<file path="config.mk">
export PLATFORM = sky130hd
export DESIGN_NAME = path_reporter
export DESIGN_NICKNAME = d
export VERILOG_FILES = /design/src/rtl/path_reporter.sv
export SDC_FILE = /design/constraint.sdc
export NUM_CORES = 2
export LEC_CHECK = 0
export ABC_AREA = 1
export BUFFER_PORTS_ARGS = -buffer_cell sky130_fd_sc_hd__buf_4
export CAP_MARGIN = 20
export CELL_PAD_IN_SITES_DETAIL_PLACEMENT = 1
export CELL_PAD_IN_SITES_GLOBAL_PLACEMENT = 1
export CORE_ASPECT_RATIO = 1.75
export CORE_MARGIN = 8
export CORE_UTILIZATION = 32
export DETAILED_ROUTE_END_ITERATION = 7
export PLACE_DENSITY = 0.64
export SETUP_SLACK_MARGIN = 0.02
export SYNTH_ARGS = -nofsm -noshare
export SYNTH_HDL_FRONTEND = slang
export SYNTH_SLANG_ARGS = --single-unit
</file>
<file path="constraint.sdc">
create_clock -name clk -period 4.3 [get_ports clk]
set_input_delay 0.645 -clock clk [delete_from_list [all_inputs] [get_ports clk]]
set_output_delay 0.645 -clock clk [all_outputs]
set_load 0.005 [all_outputs]
</file>
<file path="src/rtl/path_reporter.sv">
// Captures the maze solver's popped result stack into a RAM, then replays it
// start-to-destination as a valid/ready stream tagged with move directions.
module path_reporter #(
  parameter int DEPTH = 256,
  parameter int AW    = 8
) (
  input  logic       clk,
  input  logic       rst,
  input  logic       done,
  input  logic       pop,
  input  logic [7:0] loc,
  input  logic       empStck,
  input  logic       out_ready,
  output logic       out_valid,
  output logic [7:0] out_loc,
  output logic [1:0] out_dir,
  output logic       out_first,
  output logic       out_last,
  output logic       busy,
  output logic       report_done,
  output logic       err
);

  typedef enum logic [2:0] {IDLE, COLLECT, LOAD, EMIT, FIN} state_t;

  localparam logic [AW:0] FULL = (AW+1)'(DEPTH);
  localparam logic [AW:0] ONE  = (AW+1)'(1);

  state_t         state;
  logic [AW:0]    cnt;
  logic [AW-1:0]  rd_ptr;
  logic [7:0]     prev_loc;
  logic [7:0]     rd_data;
  logic           err_reg;
  logic [7:0]     mem [DEPTH];

  logic           wr_en;
  logic           is_first;
  logic           is_last;
  logic           step_bad;
  logic [1:0]     step_dir;
  logic [3:0]     row_c, col_c, row_p, col_p;

  assign wr_en = (state == COLLECT) && pop && (cnt != FULL);

  always_ff @(posedge clk) begin
    if (wr_en) mem[cnt[AW-1:0]] <= loc;
  end

  always_ff @(posedge clk) begin
    if (state == LOAD) rd_data <= mem[rd_ptr];
  end

  assign is_first = ({1'b0, rd_ptr} == (cnt - ONE));
  assign is_last  = (rd_ptr == '0);

  assign row_c = rd_data[7:4];
  assign col_c = rd_data[3:0];
  assign row_p = prev_loc[7:4];
  assign col_p = prev_loc[3:0];

  // 5-bit compares so a 15->0 wrap is not mistaken for an adjacent step.
  always_comb begin
    step_dir = 2'd0;
    step_bad = 1'b0;
    if (!is_first) begin
      if (row_c == row_p && {1'b0, col_c} == {1'b0, col_p} + 5'd1)
        step_dir = 2'd0;
      else if (col_c == col_p && {1'b0, row_c} == {1'b0, row_p} + 5'd1)
        step_dir = 2'd1;
      else if (row_c == row_p && {1'b0, col_c} + 5'd1 == {1'b0, col_p})
        step_dir = 2'd2;
      else if (col_c == col_p && {1'b0, row_c} + 5'd1 == {1'b0, row_p})
        step_dir = 2'd3;
      else
        step_bad = 1'b1;
    end
  end

  always_ff @(posedge clk or posedge rst) begin
    if (rst) begin
      state    <= IDLE;
      cnt      <= '0;
      rd_ptr   <= '0;
      prev_loc <= '0;
      err_reg  <= 1'b0;
    end else begin
      case (state)
        IDLE: begin
          if (done) begin
            state   <= COLLECT;
            cnt     <= '0;
            err_reg <= 1'b0;
          end
        end
        COLLECT: begin
          if (pop) begin
            if (cnt == FULL) err_reg <= 1'b1;
            else             cnt     <= cnt + ONE;
          end else if (empStck) begin
            if (cnt == '0) begin
              state <= FIN;
            end else begin
              state  <= LOAD;
              rd_ptr <= cnt[AW-1:0] - 1'b1;
            end
          end
        end
        LOAD: state <= EMIT;
        EMIT: begin
          if (step_bad) err_reg <= 1'b1;
          if (out_ready) begin
            prev_loc <= rd_data;
            if (is_last) begin
              state <= FIN;
            end else begin
              rd_ptr <= rd_ptr - 1'b1;
              state  <= LOAD;
            end
          end
        end
        FIN:     state <= IDLE;
        default: state <= IDLE;
      endcase
    end
  end

  // Outputs depend only on registered state, never directly on inputs.
  assign out_valid   = (state == EMIT);
  assign out_loc     = out_valid ? rd_data : 8'h00;
  assign out_dir     = out_valid ? step_dir : 2'd0;
  assign out_first   = out_valid && is_first;
  assign out_last    = out_valid && is_last;
  assign busy        = (state != IDLE);
  assign report_done = (state == FIN);
  assign err         = err_reg || (out_valid && step_bad);

endmodule

</file>
# [After elaboration in Yosys (flattened, before gate mapping)]
# Memory sizes are Yosys's and may differ from the RTL's. A register that Yosys moved wholly into a read port is not among the register bits.
# Cells that the tools add are included.
[totals] register_bits=29 mem_bits_rw=2048 output_inout_bits=16 n_memories=1
[mem_list] memory="mem" words=256 word_bits=8 rd=1 rd_clocked_by_memory_dff=1 wr=1 line="35" source="logic [7:0] mem [DEPTH];"
[op_classes] addsub=8 n_eq_ne=23 n_mux=36 reduce_logical=22
[op_table] operator="8-bit two-way mux" n=6
[op_table] operator="9-bit two-way mux" n=3
[op_table] operator="4-bit by 1-bit adder with 5-bit output, second input constant" n=4
[op_table] operator="3-bit two-way mux" n=6
[op_table] operator="9-bit case mux with 2 select lines" n=1
[op_table] operator="2-bit inequality test, second input constant" n=8
[op_table] operator="8-bit case mux with 2 select lines" n=1
[op_table] operator="8-bit by 1-bit subtractor with 8-bit output, second input constant" n=2
[op_table] operator="2-bit two-way mux" n=6
[op_table] operator="3-bit case mux with 4 select lines" n=1
[op_table] operator="1-bit two-way mux" n=11
[op_table] operator="4-bit by 5-bit == test with 1-bit output" n=2
[op_table] operator="5-bit by 4-bit == test with 1-bit output" n=2
[op_table] operator="9-bit by 1-bit adder with 9-bit output, second input constant" n=1
[op_table] operator="8-bit by 9-bit == test with 1-bit output" n=1
[op_table] operator="9-bit == test, second input constant" n=1
[op_table] operator="1-bit logical AND" n=9
[op_table] operator="9-bit zero test" n=1
[op_table] operator="9-bit inequality test, second input constant" n=1
[op_table] operator="9-bit by 1-bit subtractor with 9-bit output, second input constant" n=1
[op_table] operator="4-bit == test" n=2
[op_table] operator="8-bit zero test" n=1
[op_table] operator="4-bit AND reduction" n=2
[op_table] operator="3-bit by 2-bit == test with 1-bit output, second input constant" n=2
[op_table] operator="other kinds (11)" n=14

# [Logic depth before layout (Yosys ltp)]
[depth] depth_word=10 ltp_mapped=19 ltp_nobuf=16

# [Worst setup path before layout]
# No wires, ideal clock.
[synth_path] path_type="flip-flop to flip-flop" startpoint="register cnt[0]" endpoint="memory mem[103][0] (enable)" setup_time_ns=0.370 arrival_time_ns=2.230 required_ns=3.930 slack_ns=1.700 path_stages_with_launch=12 n_path_buf=2 period_less_slack_ns=2.600 path_cell_list="dfrtp_1 inv_1 ha_1 nand3_1 nor2_2 nand2_2 nand2_4 nor2_2 buf_6 nand4_2 buf_2 nor2_1"
[synth_between] elab_chain_cells=4
[synth_rtl] item="start: declaration" line="30" source="logic [AW:0] cnt;"
[synth_rtl] item="start signal: assignment" line="99" source="else cnt <= cnt + ONE;"
[synth_rtl] item="9-bit inequality test" line="44" source="assign wr_en = (state == COLLECT) && pop && (cnt != FULL);"
[synth_rtl] item="1-bit logical AND" line="44"
[synth_rtl] item="1-bit two-way mux" line="47" source="if (wr_en) mem[cnt[AW-1:0]] <= loc;"
[synth_rtl] item="1-bit two-way mux (implied by the code)" line="47"
[synth_rtl] item="end: declaration" line="35"
# Parallel ways exist; a longest one is shown, timed or not.

# [Worst setup path in the final report]
[layout_path] startpoint="register rd_ptr[1]" endpoint="output port err"
[layout_between] elab_chain_cells=4
[layout_rtl] item="start: declaration" line="31" source="logic [AW-1:0] rd_ptr;"
[layout_rtl] item="start signal: assignment" line="105" source="rd_ptr <= cnt[AW-1:0] - 1'b1;"
[layout_rtl] item="start signal: assignment" line="117" source="rd_ptr <= rd_ptr - 1'b1;"
[layout_rtl] item="8-bit by 9-bit == test with 1-bit output" line="54" source="assign is_first = ({1'b0, rd_ptr} == (cnt - ONE));"
[layout_rtl] item="1-bit two-way mux" line="66" source="if (!is_first) begin"
[layout_rtl] item="1-bit logical AND" line="136" source="assign err = err_reg || (out_valid && step_bad);"
[layout_rtl] item="1-bit logical OR" line="136"
[layout_rtl] item="end: declaration" line="21" source="output logic err"
# Every way passes these cells.

==> impl_metrics.xml <==
<?xml version="1.0" encoding="UTF-8"?>
<metrics>
  <group name="critical_path">
    <metric name="critical_path_end_type" unit="">output pin</metric>
    <metric name="critical_path.reg2reg.endpoint" unit="">mem[197][0]</metric>
    <metric name="worst_reg_to_reg_cells" unit="">11</metric>
    <metric name="critPathLaunchType" unit="">flip-flop</metric>
    <metric name="setup.worst_path.class" unit="">reg -&gt; out</metric>
    <metric name="cp.required" unit="ns">3.65</metric>
    <metric name="timing.reg2reg.setup_slack" unit="ns">0.31</metric>
    <metric name="worst_r2r_startpoint" unit="">cnt[0]</metric>
    <metric name="setup.worst_path.start" unit="">rd_ptr[1]</metric>
    <metric name="worst_path_max_fanout" unit="">59</metric>
    <metric name="cp_data_arrival_time" unit="ns">3.41</metric>
  </group>
  <group name="yosys">
    <metric name="synthesis.nets" unit="">8149</metric>
    <metric name="synthDominantCellAreaShare" unit="%">69.23</metric>
    <metric name="ys_ff_latch" unit="">2085</metric>
    <metric name="yosys-top-cells-area" unit="">sky130_fd_sc_hd__edfxtp_1, sky130_fd_sc_hd__nand2_1, sky130_fd_sc_hd__nand3_1</metric>
    <metric name="main_combinational_cell_family_by_area_after_synthesis" unit="">simple AND/OR/NAND/NOR gates</metric>
    <metric name="synth_top_flop_cell" unit="">sky130_fd_sc_hd__edfxtp_1</metric>
    <metric name="synth_cell_type_count" unit="">39</metric>
    <metric name="synth-seq-area-share" unit="%">70.04</metric>
    <metric name="ys.warnings.count" unit="">0</metric>
    <metric name="synth.top_cells.by_count" unit="">sky130_fd_sc_hd__edfxtp_1, sky130_fd_sc_hd__nand2_1, sky130_fd_sc_hd__nand3_1</metric>
    <metric name="synthSimpleGateAreaFrac" unit="%">19.74</metric>
    <metric name="netlist_instances" unit="">8126</metric>
    <metric name="synth-async-reset-ratio" unit="%">1.391</metric>
    <metric name="synth_mux_area_share" unit="%">0</metric>
    <metric name="share_of_the_synthesized_area_in_compound_gates_ao_oa_aoi_oai" unit="%">3.846</metric>
    <metric name="xor_xnor_portion_of_the_synthesized_cell_area" unit="%">0.1670</metric>
    <metric name="post_synth_edffs" unit="">2056</metric>
    <metric name="syn_area" unit="µm²">89180</metric>
    <metric name="synth_area_in_adders" unit="%">0.1263</metric>
    <metric name="synth_most_common_cell" unit="">sky130_fd_sc_hd__edfxtp_1</metric>
    <metric name="synth_top_area_cell" unit="">sky130_fd_sc_hd__edfxtp_1</metric>
    <metric name="avgSynthCellArea" unit="µm²">10.97</metric>
  </group>
  <group name="global_routing">
    <metric name="first_global_vias" unit="">63480</metric>
    <metric name="antenna_found_initial" unit="">8</metric>
    <metric name="maximum_number_of_pins_on_one_net_before_global_route_repair" unit="">219</metric>
    <metric name="total_routing_resource_utilization_after_global_routing" unit="%">18.86</metric>
    <metric name="first_pass_grt_wire_length" unit="µm">421800</metric>
    <metric name="grt_remaining_overflow" unit="">0</metric>
  </group>
  <group name="placement">
    <metric name="gp_routability_congestion" unit="">0.9103</metric>
    <metric name="hpwlAfterDp" unit="µm">182000</metric>
    <metric name="port_buf_inserts" unit="">29</metric>
    <metric name="cell_total_after_placement" unit="">11450</metric>
  </group>
  <group name="run_status">
    <metric name="run_status" unit="">completed</metric>
  </group>
  <group name="clock_network">
    <metric name="post-cts-setup-buffer-count" unit="">0</metric>
    <metric name="clk_latency_worst_skew_pair" unit="ns">0.87</metric>
    <metric name="tritoncts_clock_tree" unit="">yes</metric>
    <metric name="clock_sinks" unit="">2085</metric>
    <metric name="clkTransAtPathRegs" unit="ns">0.07</metric>
    <metric name="cts_root_buffer" unit="">sky130_fd_sc_hd__clkbuf_16</metric>
    <metric name="maximum_buffer_depth_of_the_clock_tree" unit="">4</metric>
    <metric name="htree_num_levels" unit="">4</metric>
    <metric name="cts_inserted_buffers" unit="">188</metric>
  </group>
  <group name="die">
    <metric name="placement_rows" unit="">256</metric>
    <metric name="area_of_the_die" unit="µm²">296500</metric>
    <metric name="initial_core_util" unit="%">32.15</metric>
    <metric name="design.portCount" unit="">30</metric>
    <metric name="chipWidth" unit="µm">415.1</metric>
    <metric name="core_area" unit="µm²">277400</metric>
    <metric name="floorplan.die.height" unit="µm">714.4</metric>
  </group>
  <group name="timing">
    <metric name="timing.final.setup_violations" unit="">0</metric>
    <metric name="drv_slew" unit="">0</metric>
    <metric name="finalClockSkew" unit="ns">0.03706</metric>
    <metric name="slew_at_the_pin_closest_to_its_max_slew_limit" unit="ns">1.168</metric>
    <metric name="fraction_of_the_cycle_the_final_worst_path_needs" unit="%">94.26</metric>
    <metric name="rsz0062_at_grt" unit="">no</metric>
    <metric name="slew_headroom" unit="%">21.85</metric>
    <metric name="fin_tns_setup" unit="ns">0</metric>
    <metric name="timing.final.hold_violations" unit="">0</metric>
    <metric name="finalCriticalPeriod" unit="ns">4.053</metric>
    <metric name="timing.fmax" unit="MHz">246.7</metric>
    <metric name="hold-worst-slack" unit="ns">0.07108</metric>
  </group>
  <group name="cells_and_area">
    <metric name="n_fill_cell" unit="">30350</metric>
    <metric name="area_delta_synth_final" unit="%">11.84</metric>
    <metric name="max_reg_flops" unit="">2048</metric>
    <metric name="final_net_count" unit="">8054</metric>
    <metric name="fin_cells" unit="">11790</metric>
    <metric name="layout-drive-gt1-share" unit="%">7.636</metric>
  </group>
  <group name="min_path">
    <metric name="min_path_type" unit="">in -&gt; reg</metric>
    <metric name="worstHoldEndpoint" unit="">state[1]</metric>
    <metric name="worst_hold_startpoint" unit="">out_ready</metric>
    <metric name="hold_path_depth" unit="">2</metric>
  </group>
  <group name="drt">
    <metric name="post_drt_via_cell_ratio" unit="">5.056</metric>
    <metric name="drt_pre_antenna_iters" unit="">5</metric>
    <metric name="detail_route.drc_violations" unit="">0</metric>
    <metric name="wl" unit="µm">288800</metric>
    <metric name="via_count" unit="">59600</metric>
    <metric name="routedWlPerCell" unit="µm">24.50</metric>
    <metric name="antenna_left" unit="">0</metric>
    <metric name="drt_iter0_markers" unit="">4149</metric>
  </group>
  <group name="power_and_ir_drop">
    <metric name="cellPowerDensity" unit="nW/µm²">621.8</metric>
    <metric name="power.ir.vdd_worst" unit="µV">432.6</metric>
    <metric name="p_leak" unit="µW">0.03702</metric>
  </group>
  <group name="run">
    <metric name="max_cap_violations" unit="">0</metric>
  </group>
</metrics>
## final cells by class
cell class	instances	area (µm²)	share of cell area (%)
tap	3612	4519	4.531
antenna	4	10.01	0.01004
clock buffer	217	4877	4.890
clock inverter	114	1031	1.034
inverter	847	3213	3.222
multi-input combinational	4704	21330	21.38
sequential	2085	62480	62.65
timing repair buffer	205	2281	2.287
## worst max-delay path by stage
stage                       end  slack, ns  cells after the start
detailed placement  mem[197][0]       0.22                     11
CTS                         err       0.02                     12
finish                      err       0.25                     10
global placement    mem[133][6]       0.31                     11
global route                err       0.06                     10
floorplan           mem[103][0]       1.70                     11
## cell families after synthesis
group / count (synthesis)
adders and majority gates: 9
AOI/OAI and AO/OA: 580
DFF: 2085
buffers and inverters: 1337
and+or+nand+nor: 4098
xor gates and xnor gates: 17
## stage by stage
step                total power [µW]  area (µm²)  worst slack (ns)  utilization, %
finish                         62020       99740            0.2467           35.96
global route                   64610       99730           0.05678           35.95
CTS                            62470       99720           0.02162           35.95
detailed placement             45720       93810            0.2197           33.82
global placement               45410       93770            0.3115           33.81
floorplan                      36660       89180             1.700               -
## critical path, stage by stage (launching register included)
cell and delay, ns:
sky130_fd_sc_hd__dfrtp_4 0.82, sky130_fd_sc_hd__buf_12 0.33, sky130_fd_sc_hd__xor2_1 0.18, sky130_fd_sc_hd__nand2_1 0.07, sky130_fd_sc_hd__nor2_1 0.10, sky130_fd_sc_hd__nand3_1 0.08, sky130_fd_sc_hd__nor2_1 0.10, sky130_fd_sc_hd__nand3_1 0.29
sky130_fd_sc_hd__nand3_1 0.25, sky130_fd_sc_hd__o21bai_2 0.11, sky130_fd_sc_hd__buf_4 0.18
## where the power goes
| group | switching [µW] | leakage, µW | internal (µW) | total (µW) |
|---|---|---|---|---|
| combinational | 16300 | 0.0153 | 6030 | 22400 |
| clock | 7610 | 0.00288 | 9160 | 16800 |
| sequential | 384 | 0.0188 | 22500 | 22900 |
| total | 24300 | 0.0370 | 37700 | 62000 |
## timing repair
| action | in CTS | in global routing |
|---|---|---|
| gates resized for setup | 0 | 2 |
| setup endpoints to repair | 0 | 1 |
| hold buffers | 1 | 0 |
| endpoints found under the hold margin | 29 | 0 |
## routing by layer
| layer | track usage [%] | up-vias | wire (µm) |
|---|---|---|---|
| li1 | - | 27280 | - |
| met1 | 20.35 | 30340 | 106100 |
| met2 | 35.79 | 1384 | 154100 |
| met3 | 1.720 | 599 | 10240 |
| met4 | 10.93 | 0 | 18290 |
| met5 | 0 | - | 0 |
## placed cells by master, fill, tap and decap left out, types with 4 or more instances in the layout
cell type,instances
sky130_fd_sc_hd__nand2_2,4
sky130_fd_sc_hd__inv_1,836
sky130_fd_sc_hd__edfxtp_1,2056
sky130_fd_sc_hd__inv_6,5
sky130_fd_sc_hd__o21ai_1,31
sky130_fd_sc_hd__nand3_2,6
sky130_fd_sc_hd__xor2_1,9
sky130_fd_sc_hd__dfrtp_4,4
sky130_fd_sc_hd__xnor2_1,8
sky130_fd_sc_hd__clkbuf_1,26
sky130_fd_sc_hd__dfrtp_1,24
sky130_fd_sc_hd__or2_1,67
sky130_fd_sc_hd__clkinv_1,39
sky130_fd_sc_hd__inv_2,5
sky130_fd_sc_hd__nor2_1,632
sky130_fd_sc_hd__nand2_1,1980
sky130_fd_sc_hd__nor3_1,6
sky130_fd_sc_hd__o211ai_1,206
sky130_fd_sc_hd__diode_2,4
sky130_fd_sc_hd__clkinvlp_4,13
sky130_fd_sc_hd__or2_2,110
sky130_fd_sc_hd__nand4_1,15
sky130_fd_sc_hd__buf_8,8
sky130_fd_sc_hd__a21oi_1,92
sky130_fd_sc_hd__nor2_2,6
sky130_fd_sc_hd__buf_4,141
sky130_fd_sc_hd__o21ai_0,247
sky130_fd_sc_hd__bufinv_16,17
sky130_fd_sc_hd__clkbuf_16,191
sky130_fd_sc_hd__nand3_1,1258
sky130_fd_sc_hd__ha_1,9
sky130_fd_sc_hd__buf_12,54
sky130_fd_sc_hd__nand4_2,5
sky130_fd_sc_hd__clkinv_2,38
No activity file was read; power rests on OpenSTA's default activity.
